--- src/rtl/uart_pkg.sv ---
// uart_pkg: shared definitions for the UART blocks.
//   parity_e    - line parity mode as carried on the 2-bit configuration input
//   tx_state_e  - transmit frame sequencer states
//   MIN_DIVISOR - smallest usable baud divisor; smaller requests are raised to it
package uart_pkg;

  typedef enum logic [1:0] {
    PAR_NONE     = 2'b00,
    PAR_EVEN     = 2'b01,
    PAR_ODD      = 2'b10,
    PAR_NONE_ALT = 2'b11
  } parity_e;

  typedef enum logic [2:0] {
    IDLE   = 3'd0,
    START  = 3'd1,
    DATA   = 3'd2,
    PARITY = 3'd3,
    STOP1  = 3'd4,
    STOP2  = 3'd5
  } tx_state_e;

  localparam int unsigned MIN_DIVISOR = 2;

  function automatic logic parity_enabled(input parity_e p);
    return (p == PAR_EVEN) || (p == PAR_ODD);
  endfunction

  function automatic logic parity_inverted(input parity_e p);
    return p == PAR_ODD;
  endfunction

endpackage

--- src/rtl/sync_fifo.sv ---
// sync_fifo: single-clock first-in first-out buffer.
//   i_clk/i_rst_n  clock, synchronous active-low reset (empties the FIFO)
//   i_wr_data/i_wr_en  write port; ignored while o_full
//   i_rd_en        pop the head entry; ignored while o_empty
//   o_rd_data      head entry (valid while !o_empty)
//   o_full/o_empty/o_count  status, all from registered occupancy
module sync_fifo #(
  parameter int unsigned WIDTH = 8,
  parameter int unsigned DEPTH = 16
) (
  input  logic                     i_clk,
  input  logic                     i_rst_n,
  input  logic [WIDTH-1:0]         i_wr_data,
  input  logic                     i_wr_en,
  input  logic                     i_rd_en,
  output logic [WIDTH-1:0]         o_rd_data,
  output logic                     o_full,
  output logic                     o_empty,
  output logic [$clog2(DEPTH):0]   o_count
);

  localparam int unsigned AW = $clog2(DEPTH);

  logic [WIDTH-1:0] mem_q [DEPTH];
  logic [AW-1:0]    wr_ptr_q, wr_ptr_d;
  logic [AW-1:0]    rd_ptr_q, rd_ptr_d;
  logic [AW:0]      count_q, count_d;
  logic             wr_fire, rd_fire;

  assign o_full    = (count_q == (AW+1)'(DEPTH));
  assign o_empty   = (count_q == '0);
  assign o_count   = count_q;
  assign o_rd_data = mem_q[rd_ptr_q];

  assign wr_fire = i_wr_en && !o_full;
  assign rd_fire = i_rd_en && !o_empty;

  always_comb begin
    wr_ptr_d = wr_ptr_q;
    rd_ptr_d = rd_ptr_q;
    count_d  = count_q;
    if (wr_fire) wr_ptr_d = wr_ptr_q + AW'(1);
    if (rd_fire) rd_ptr_d = rd_ptr_q + AW'(1);
    case ({wr_fire, rd_fire})
      2'b10:   count_d = count_q + (AW+1)'(1);
      2'b01:   count_d = count_q - (AW+1)'(1);
      default: count_d = count_q;
    endcase
  end

  always_ff @(posedge i_clk) begin
    if (!i_rst_n) begin
      wr_ptr_q <= '0;
      rd_ptr_q <= '0;
      count_q  <= '0;
    end else begin
      wr_ptr_q <= wr_ptr_d;
      rd_ptr_q <= rd_ptr_d;
      count_q  <= count_d;
    end
  end

  // Storage needs no reset: occupancy governs what is visible.
  always_ff @(posedge i_clk) begin
    if (wr_fire) mem_q[wr_ptr_q] <= i_wr_data;
  end

endmodule

--- src/rtl/uart_tx_fifo.sv ---
// uart_tx_fifo: UART transmitter fed by a transmit FIFO.
//   i_clk/i_rst_n  clock, synchronous active-low reset (aborts frame, flushes FIFO)
//   i_data/i_valid/o_ready  write port; accepted when i_valid && o_ready
//   i_divisor      clock cycles per bit (0 and 1 behave as 2)
//   i_parity       00 none, 01 even, 10 odd, 11 none
//   i_stop2        two stop bits when set
//   o_tx           registered serial line, idle high
//   o_busy         a frame is in progress
//   o_count        FIFO occupancy
// Divisor, parity and stop configuration are captured when a frame starts
// and held for that whole frame.
module uart_tx_fifo
  import uart_pkg::*;
#(
  parameter int unsigned DATA_BITS  = 8,
  parameter int unsigned FIFO_DEPTH = 16,
  parameter int unsigned DIV_WIDTH  = 16
) (
  input  logic                          i_clk,
  input  logic                          i_rst_n,
  input  logic [DATA_BITS-1:0]          i_data,
  input  logic                          i_valid,
  output logic                          o_ready,
  input  logic [DIV_WIDTH-1:0]          i_divisor,
  input  logic [1:0]                    i_parity,
  input  logic                          i_stop2,
  output logic                          o_tx,
  output logic                          o_busy,
  output logic [$clog2(FIFO_DEPTH):0]   o_count
);

  localparam int unsigned BW = $clog2(DATA_BITS);

  logic                 fifo_empty, fifo_full, fifo_pop;
  logic [DATA_BITS-1:0] fifo_rd_data;

  tx_state_e            state_q, state_d;
  logic [DIV_WIDTH-1:0] baud_cnt_q, baud_cnt_d;
  logic [DIV_WIDTH-1:0] div_q, div_d;
  logic [BW-1:0]        bit_idx_q, bit_idx_d;
  logic [DATA_BITS-1:0] shift_q, shift_d;
  logic                 par_bit_q, par_bit_d;
  parity_e              par_mode_q, par_mode_d;
  logic                 stop2_q, stop2_d;
  logic                 tx_q, tx_d;

  logic                 bit_done, frame_end, load;
  logic [DIV_WIDTH-1:0] div_in_clamped;
  parity_e              cfg_par;

  sync_fifo #(
    .WIDTH (DATA_BITS),
    .DEPTH (FIFO_DEPTH)
  ) u_fifo (
    .i_clk     (i_clk),
    .i_rst_n   (i_rst_n),
    .i_wr_data (i_data),
    .i_wr_en   (i_valid),
    .i_rd_en   (fifo_pop),
    .o_rd_data (fifo_rd_data),
    .o_full    (fifo_full),
    .o_empty   (fifo_empty),
    .o_count   (o_count)
  );

  assign o_ready = !fifo_full;
  assign o_tx    = tx_q;
  assign o_busy  = (state_q != IDLE);

  assign div_in_clamped = (i_divisor < DIV_WIDTH'(MIN_DIVISOR)) ? DIV_WIDTH'(MIN_DIVISOR)
                                                                : i_divisor;
  assign cfg_par  = parity_e'(i_parity);
  assign bit_done = (baud_cnt_q == div_q - DIV_WIDTH'(1));

  // Next-state: each bit lasts div_q cycles; the last stop bit either
  // reloads straight into START (no idle gap) or falls back to IDLE.
  always_comb begin
    state_d    = state_q;
    baud_cnt_d = baud_cnt_q;
    bit_idx_d  = bit_idx_q;
    shift_d    = shift_q;
    par_bit_d  = par_bit_q;
    div_d      = div_q;
    par_mode_d = par_mode_q;
    stop2_d    = stop2_q;
    frame_end  = 1'b0;
    load       = 1'b0;
    fifo_pop   = 1'b0;

    if (state_q == IDLE) begin
      load = !fifo_empty;
    end else if (!bit_done) begin
      baud_cnt_d = baud_cnt_q + DIV_WIDTH'(1);
    end else begin
      baud_cnt_d = '0;
      case (state_q)
        START: begin
          state_d   = DATA;
          bit_idx_d = '0;
        end
        DATA: begin
          shift_d = shift_q >> 1;
          if (bit_idx_q == BW'(DATA_BITS - 1)) begin
            state_d = parity_enabled(par_mode_q) ? PARITY : STOP1;
          end else begin
            bit_idx_d = bit_idx_q + BW'(1);
          end
        end
        PARITY: state_d = STOP1;
        STOP1: begin
          if (stop2_q) state_d = STOP2;
          else         frame_end = 1'b1;
        end
        STOP2:   frame_end = 1'b1;
        default: state_d = IDLE;
      endcase
    end

    if (frame_end) begin
      if (fifo_empty) state_d = IDLE;
      else            load    = 1'b1;
    end

    if (load) begin
      fifo_pop   = 1'b1;
      state_d    = START;
      baud_cnt_d = '0;
      bit_idx_d  = '0;
      shift_d    = fifo_rd_data;
      div_d      = div_in_clamped;
      par_mode_d = cfg_par;
      stop2_d    = i_stop2;
      par_bit_d  = (^fifo_rd_data) ^ parity_inverted(cfg_par);
    end
  end

  // Line level follows the current state one cycle later through tx_q,
  // so the line never sees combinational glitches.
  always_comb begin
    tx_d = 1'b1;
    case (state_q)
      START:   tx_d = 1'b0;
      DATA:    tx_d = shift_q[0];
      PARITY:  tx_d = par_bit_q;
      default: tx_d = 1'b1;
    endcase
  end

  always_ff @(posedge i_clk) begin
    if (!i_rst_n) begin
      state_q    <= IDLE;
      baud_cnt_q <= '0;
      bit_idx_q  <= '0;
      shift_q    <= '0;
      par_bit_q  <= 1'b0;
      div_q      <= DIV_WIDTH'(MIN_DIVISOR);
      par_mode_q <= PAR_NONE;
      stop2_q    <= 1'b0;
      tx_q       <= 1'b1;
    end else begin
      state_q    <= state_d;
      baud_cnt_q <= baud_cnt_d;
      bit_idx_q  <= bit_idx_d;
      shift_q    <= shift_d;
      par_bit_q  <= par_bit_d;
      div_q      <= div_d;
      par_mode_q <= par_mode_d;
      stop2_q    <= stop2_d;
      tx_q       <= tx_d;
    end
  end

endmodule

--- config.mk ---
export PLATFORM = sky130hd
export DESIGN_NAME = uart_tx_fifo
export DESIGN_NICKNAME = d
export VERILOG_FILES = /design/src/rtl/uart_pkg.sv /design/src/rtl/sync_fifo.sv /design/src/rtl/uart_tx_fifo.sv
export SDC_FILE = /design/constraint.sdc
export NUM_CORES = 1
export LEC_CHECK = 0
export CAP_MARGIN = 20
export CORE_MARGIN = 2
export CORE_UTILIZATION = 60
export CTS_CLUSTER_SIZE = 24
export DETAILED_ROUTE_END_ITERATION = 12
export HOLD_SLACK_MARGIN = 0.02
export PLACE_DENSITY = 0.79
export SYNTH_ARGS = -nofsm -noshare
export SYNTH_HDL_FRONTEND = slang
export SYNTH_SLANG_ARGS = --single-unit
--- constraint.sdc ---
create_clock -name i_clk -period 5.8 [get_ports i_clk]
set_clock_uncertainty 0.05 [all_clocks]
set_input_delay 1.16 -clock i_clk [delete_from_list [all_inputs] [get_ports i_clk]]
set_output_delay 1.16 -clock i_clk [all_outputs]
set_load 0.005 [all_outputs]
==> flow_summary.toml, run 1 <==
[synth]
synth.area.top_cells = "sky130_fd_sc_hd__edfxtp_1 (45%), sky130_fd_sc_hd__dfxtp_1 (16%), sky130_fd_sc_hd__mux4_2 (8.9%)"
synth_top_cell_by_area = "sky130_fd_sc_hd__edfxtp_1"
synth-edff-count = 128
postSynthNetCount = 680
yosys-top-cells-count = "sky130_fd_sc_hd__edfxtp_1 (128), sky130_fd_sc_hd__nor2_1 (71), sky130_fd_sc_hd__dfxtp_1 (68)"
synth_top_area_share_pct = 44.75
ys_seq_area_share_pct = 60.60
syn-mean-instance-area_um2 = 13.48
synth.cell_area_um2 = 8589
syn_inst = 637
ys_warn_count = 0
post_synth_num_cell_types = 56
asyncSetResetFlopFracSynth_pct = 0
synthMostInstantiatedCell = "sky130_fd_sc_hd__edfxtp_1"
synth_ff_type = "sky130_fd_sc_hd__edfxtp_1"
ys_ff_latch = 196

[die]
die_height_um = 123.7
floorplan.rows = 43
dieArea_um2 = 15290
initial_core_util_pct = 61.64
die_width_um = 123.7
ioPinCount = 38
core_um2 = 13930

[sta]
slew_violations = 0
fmax_mhz = 233.5
layout_setup_ws_ps = 1517
final-hold-violation-count = 0
timing.max_slew.rel_slack_pct = 32.58
worst_pin_slew_ps = 1008
finalWorstPathRequiredPeriod_ps = 4283
min_period_over_period_pct = 73.85
final.setup.tns_ps = 0
min_hold_slack_ps = 443.4
report.final.setup_viol = 0
rsz0062_at_grt = "false"

[cts]
cts_tree = "yes"
ctsRootBufferMaster = "sky130_fd_sc_hd__clkbuf_16"
number_of_buffers_added_by_the_clock_tree_synthesis_step = 17
htree_num_levels = 4
insertion_delay_ps = 440
post-cts-setup-buffers = 0
cts.reportedPaths.clkPinSlew_ps = 70
cts.sink_count = 196
post_cts_resized = 0
ctsHoldBuffers = 0
clock_tree.buffer_depth = 2

[placement]
dp.final_hpwl_um = 11800
pre_cts_ws_ps = 1657
place.gp.congestion = 0.8556
dp.cells = 832
port-buffer-count = 37

[worst_hold_path]
hold_class = "flip-flop to flip-flop"
min_path_cells = 2

[setup_path]
critPathSlowestCell = "sky130_fd_sc_hd__nor4b_1"
crit_fanout = 9
timing.critical_path.cells = "inv_1 -> ha_1 -> nor4b_1 -> and4b_1 -> xnor2_1 -> nor2_1 -> nand4_1 -> nand2_2 -> ha_1 -> xor2_1 -> ha_1 -> o21ai_0 -> a21oi_1 -> a21oi_1 -> xor2_1 -> or3_1 -> a21oi_1"
timing.critical_path.required_ps = 6120
critical-path-max-stage-delay_ps = 550
setup.worst_path.end_class = "flip-flop"
worstPathArrival_ps = 4600
kind_of_critical_path = "flip-flop to flip-flop"
r2r.worst_path.cells = 17
critPathLaunchType = "flip-flop"

[power]
p_leak_nw = 3.296
ir_drop_mv = 0.3578
design_power_total_mw = 4.513
cellPowerDensity_nw_per_um2 = 463.8

[finish]
fin_nets = 714
syn_to_final_growth_pct = 13.30
final_cell_count_no_fill = 864
num_antenna_cells = 0
post_route_cells_drive_above_1_share_pct = 13.30

[global_routing]
grt_first_pass_wirelength_um = 27780
first_global_vias = 5438
grt.overflow.total = 0
track_usage_pct = 24.90
antenna_found_initial = 0
maximum_number_of_pins_on_one_net_before_global_route_repair = 42

[drt]
detail_route.wl_per_cell_um = 20.51
vias = 5347
wirelength_routed_um = 17720
drtAntennaViolNets = 0
drt-initial-drc-count = 814
detail_route.vias_per_cell = 6.189
drtPass1Iterations = 5
residual_drc_count = 0

[status]
result_of_the_run = "finished clean"

[job]
drv_cap = 0
## cell families (layout without fill, tap and decap cells)
group | Yosys count | after routing | share of synthesized area, %
XOR/XNOR | 55 | 55 | 5.768
AO/OA/AOI/OAI | 74 | 74 | 5.521
AND/OR/NAND/NOR | 207 | 207 | 12.98
multiplexers | 53 | 53 | 11.13
flip-flops | 196 | 196 | 60.60
buffers and inverters | 39 | 86 | 2.112
adder cells (fa/ha/maj) | 13 | 13 | 1.894
## layout by cell type, fill, tap and decap left out, drive strengths merged, types with 3 or more instances in the layout
cell type | netlist | final
xnor2 | 23 | 23
nand3 | 19 | 19
clkbuf | 13 | 17
xor2 | 31 | 31
or3 | 5 | 5
a211oi | 4 | 4
clkdlybuf4s50 | 0 | 37
and3 | 7 | 7
nand3b | 10 | 10
nand2b | 10 | 10
bufinv | 0 | 3
mux4 | 34 | 34
nor2b | 6 | 6
nand2 | 35 | 35
nor2 | 71 | 71
dfxtp | 68 | 68
clkinvlp | 0 | 3
clkinv | 2 | 3
and2 | 3 | 3
a22oi | 20 | 20
edfxtp | 128 | 128
inv | 8 | 16
buf | 16 | 7
nor4 | 6 | 6
o21ai | 6 | 6
mux2i | 19 | 19
nor3 | 16 | 16
nand4 | 7 | 7
ha | 13 | 13
a21oi | 32 | 32
## per-stage QoR
| stage | utilization (%) | area [um^2] |
|---|---|---|
| 2_1_floorplan | - | 8589 |
| 3_3_place_gp | 65.30 | 9099 |
| 3_5_place_dp | 65.30 | 9099 |
| 4_1_cts | 69.84 | 9732 |
| 5_1_grt | 69.84 | 9732 |
| 6_report | 69.84 | 9732 |
## routing by layer
layer / track usage [%] / vias to the layer above / part of all wire [%]
met1: 29.95 / 2675 / 40
li1: - / 2453 / -
met5: 0 / - / 0
met3: 5.769 / 40 / 5.3
met2: 43.78 / 179 / 53
met4: 9.375 / 0 / 2.2
## power by group
| part | internal (mW) | total, mW | switching [mW] |
|---|---|---|---|
| Combinational | 0.696 | 1.43 | 0.734 |
| Sequential | 1.63 | 1.83 | 0.198 |
| Clock | 0.701 | 1.26 | 0.556 |
## worst max-delay path, delay by kind of cell (launching register included)
kind / cells / cell delay (ps)
AO/OA/AOI/OAI: 4 / 580
XOR/XNOR: 3 / 420
AND/OR/NAND/NOR: 6 / 1940
buffers and inverters: 1 / 70
adder cells (fa/ha/maj): 3 / 800
flip-flops: 1 / 360
## layout make-up
type / count / area [um^2]
multi-input cells: 402 / 3206
well taps: 180 / 225.2
inverters: 10 / 37.54
fillers: 919 / 4203
clock inverters: 15 / 207.7
flip-flops and latches: 196 / 5207
repair buffers: 44 / 422.9
clock buffers: 17 / 425.4
## worst paths after layout
check	slack (ps)	start	end
min reg2reg	440	shift_q[0]$_SDFFE_PN0P_	shift_q[0]$_SDFFE_PN0P_
min	440	shift_q[0]$_SDFFE_PN0P_	shift_q[0]$_SDFFE_PN0P_
max reg2reg	1520	div_q[0]$_SDFFE_PN0N_	u_fifo.o_count[4]$_SDFFE_PN0P_
max	1520	div_q[0]$_SDFFE_PN0N_	u_fifo.o_count[4]$_SDFFE_PN0P_
## sequential cells by signal, summed over array words and instances (netlist names), named ones only
signal           cells
par_bit_q            1
u_fifo.rd_ptr_q      4
o_tx                 1
u_fifo.wr_ptr_q      4
div_q               16
baud_cnt_q          16
u_fifo.o_count       5
par_mode_q           2
bit_idx_q            3
state_q              3
shift_q              8
u_fifo.mem_q       128
stop2_q              1
No activity file was read; power rests on OpenSTA's default activity.
==> run 2, diff against run 1 <==
- CORE_UTILIZATION: 60 -> 54
- PLACE_DENSITY: 0.79 -> 0.75
- clock period: 5.8 -> 3.6 ns (I/O delays scaled with it)
==> flow_summary.toml, run 2 (synthesis gave the netlist of run 1 again) <==
[status]
result_of_the_run = "finished clean"

[cts]
clock_tree.buffer_depth = 2
ctsHoldBuffers = 0
htree_num_levels = 4
number_of_buffers_added_by_the_clock_tree_synthesis_step = 17
cts_tree = "yes"
ctsRootBufferMaster = "sky130_fd_sc_hd__clkbuf_16"
cts.sink_count = 196
insertion_delay_ps = 450
cts.reportedPaths.clkPinSlew_ps = 70

[global_routing]
first_global_vias = 5430
grt_first_pass_wirelength_um = 27970
maximum_number_of_pins_on_one_net_before_global_route_repair = 41
track_usage_pct = 22.11
antenna_found_initial = 0
grt.overflow.total = 0

[placement]
place_area_um2 = 9328
dp.final_hpwl_um = 12010
place.gp.congestion = 0.8589
port-buffer-count = 37

[die]
floorplan.rows = 46
core_um2 = 15710
initial_core_util_pct = 54.67
dieArea_um2 = 16930
die_height_um = 130.1
ioPinCount = 38
die_width_um = 130.1

[power]
swShare_pct = 33.96
p_seq_share_pct = 38.8
p_clk_share_pct = 24.9
ir_drop_mv = 0.4339
power.share.combinational_pct = 36.3
p_leak_nw = 3.419
power_report.internal_total_mw = 4.879
cellPowerDensity_nw_per_um2 = 735.0
switch_pwr_mw = 2.509

[sta]
min_hold_slack_ps = 414.2
timing.max_slew.rel_slack_pct = 37.75
finalWorstPathRequiredPeriod_ps = 3587
final-hold-violation-count = 0
report.final.setup_viol = 0
rsz0062_at_grt = "true"
min_period_over_period_pct = 99.63
fmax_mhz = 278.8
slew_violations = 0
worst_pin_slew_ps = 930.4

[drt]
detail_route.wl_per_cell_um = 19.19
drtAntennaViolNets = 0
wirelength_routed_um = 17770
drtPass1Iterations = 5
vias = 5410
residual_drc_count = 0
detail_route.vias_per_cell = 5.842
drt-initial-drc-count = 361

[setup_path]
timing.critical_path.required_ps = 3930
kind_of_critical_path = "flip-flop to flip-flop"
worstPathArrival_ps = 3920
crit_fanout = 7
critPathLaunchType = "flip-flop"
setup.worst_path.end_class = "flip-flop"

[finish]
num_antenna_cells = 0
n_fill_cell = 1125
multiInputGateArea_um2 = 3319
largest_regs = "u_fifo.mem_q x128, baud_cnt_q x16, div_q x16"
fin_nets = 740
largest_register_ffs = 128
mostFrequentLayoutCell = "sky130_fd_sc_hd__edfxtp_1"
post_route_cells_drive_above_1_share_pct = 19.01
registers.top_by_ff_count = "u_fifo.mem_q"
syn_to_final_growth_pct = 17.03
postLayoutCellArea_um2 = 10050
regArea_um2 = 5214
top_library_cells_by_usage_in_the_layout_fill_and_taps_aside = "sky130_fd_sc_hd__edfxtp_1 (128), sky130_fd_sc_hd__nor2_1 (71), sky130_fd_sc_hd__dfxtp_1 (63)"

[job]
drv_cap = 0

[worst_hold_path]
hold_class = "flip-flop to flip-flop"
==> run 2: cell count changes in the layout (fill, tap and decap cells not counted), sizes merged <==
cell,before,now
bufinv,3,0
clkinvlp,3,1
clkbuf,17,18
buf,7,33
clkinv,3,7
==> run 2: final timing paths <==
check                                             from                              to  slack (ps)  depth (start not counted)
worst min-delay path            par_bit_q$_SDFFE_PN0N_          par_bit_q$_SDFFE_PN0N_         410                          2
worst max register to register   div_q[0]$_SDFFE_PN0N_  u_fifo.o_count[4]$_SDFFE_PN0P_          10                         17
worst min register to register  par_bit_q$_SDFFE_PN0N_          par_bit_q$_SDFFE_PN0N_         410                          2
worst max-delay path             div_q[0]$_SDFFE_PN0N_  u_fifo.o_count[4]$_SDFFE_PN0P_          10                         17
==> run 2: worst max-delay path: stages (launching register included) <==
cell                       delay [ps]
sky130_fd_sc_hd__dfxtp_4          360
sky130_fd_sc_hd__inv_2             60
sky130_fd_sc_hd__ha_4             120
sky130_fd_sc_hd__or4b_4           500
sky130_fd_sc_hd__o22ai_4          230
sky130_fd_sc_hd__o41ai_4          120
sky130_fd_sc_hd__a211oi_2         230
sky130_fd_sc_hd__nand4_1          170
sky130_fd_sc_hd__nand2_2          160
sky130_fd_sc_hd__ha_4             190
sky130_fd_sc_hd__xor2_1           170
sky130_fd_sc_hd__ha_2             230
sky130_fd_sc_hd__o21ai_2           70
sky130_fd_sc_hd__a21oi_2          130
sky130_fd_sc_hd__a21oi_2           80
sky130_fd_sc_hd__xor2_1           170
sky130_fd_sc_hd__or3_4            370
sky130_fd_sc_hd__a21oi_2          110
==> run 2: layout make-up <==
class                      instances  share of cell area, %
clock buffer                      18                  4.269
clock inverter                    14                  1.506
inverter                          10                 0.3734
multi-input combinational        402                  33.02
sequential                       196                  51.87
tap                              216                  2.689
timing repair buffer              70                  6.273
==> run 2: timing repair <==
action,4_1_cts,5_1_grt
pin swaps,1,15
gates resized for setup,0,19
buffers inserted,0,9
setup endpoints to repair,1,1
hold endpoints to repair,0,0
==> run 2: routing by layer <==
metal | GRT usage, % | share of wire [%]
met1 | 27.59 | 41
met2 | 37.54 | 52
met3 | 6.150 | 5.4
met4 | 7.274 | 1.9
met5 | 0 | 0
==> run 2: power groups by stage <==
stage	logic (mW)	registers, mW	clock network (mW)
6_report	2.68	2.87	1.84
3_5_place_dp	2.51	2.91	0
4_1_cts	2.53	2.86	1.86
2_1_floorplan	1.97	2.82	0
5_1_grt	2.92	2.90	1.96
3_3_place_gp	2.43	2.89	0
==> run 2: stage by stage <==
step | setup TNS, ps | utilization (%) | std cells | setup slack (ps) | total power, mW
3_5_place_dp | 0 | 59.36 | 885 | 9.488 | 5.413
6_report | 0 | 63.98 | 926 | 13.17 | 7.388
3_3_place_gp | 0 | 59.36 | 885 | 195.6 | 5.316
5_1_grt | -104.4 | 63.98 | 926 | -104.4 | 7.779
4_1_cts | 0 | 63.06 | 917 | 24.92 | 7.250
2_1_floorplan | 0 | - | 637 | 16.66 | 4.797
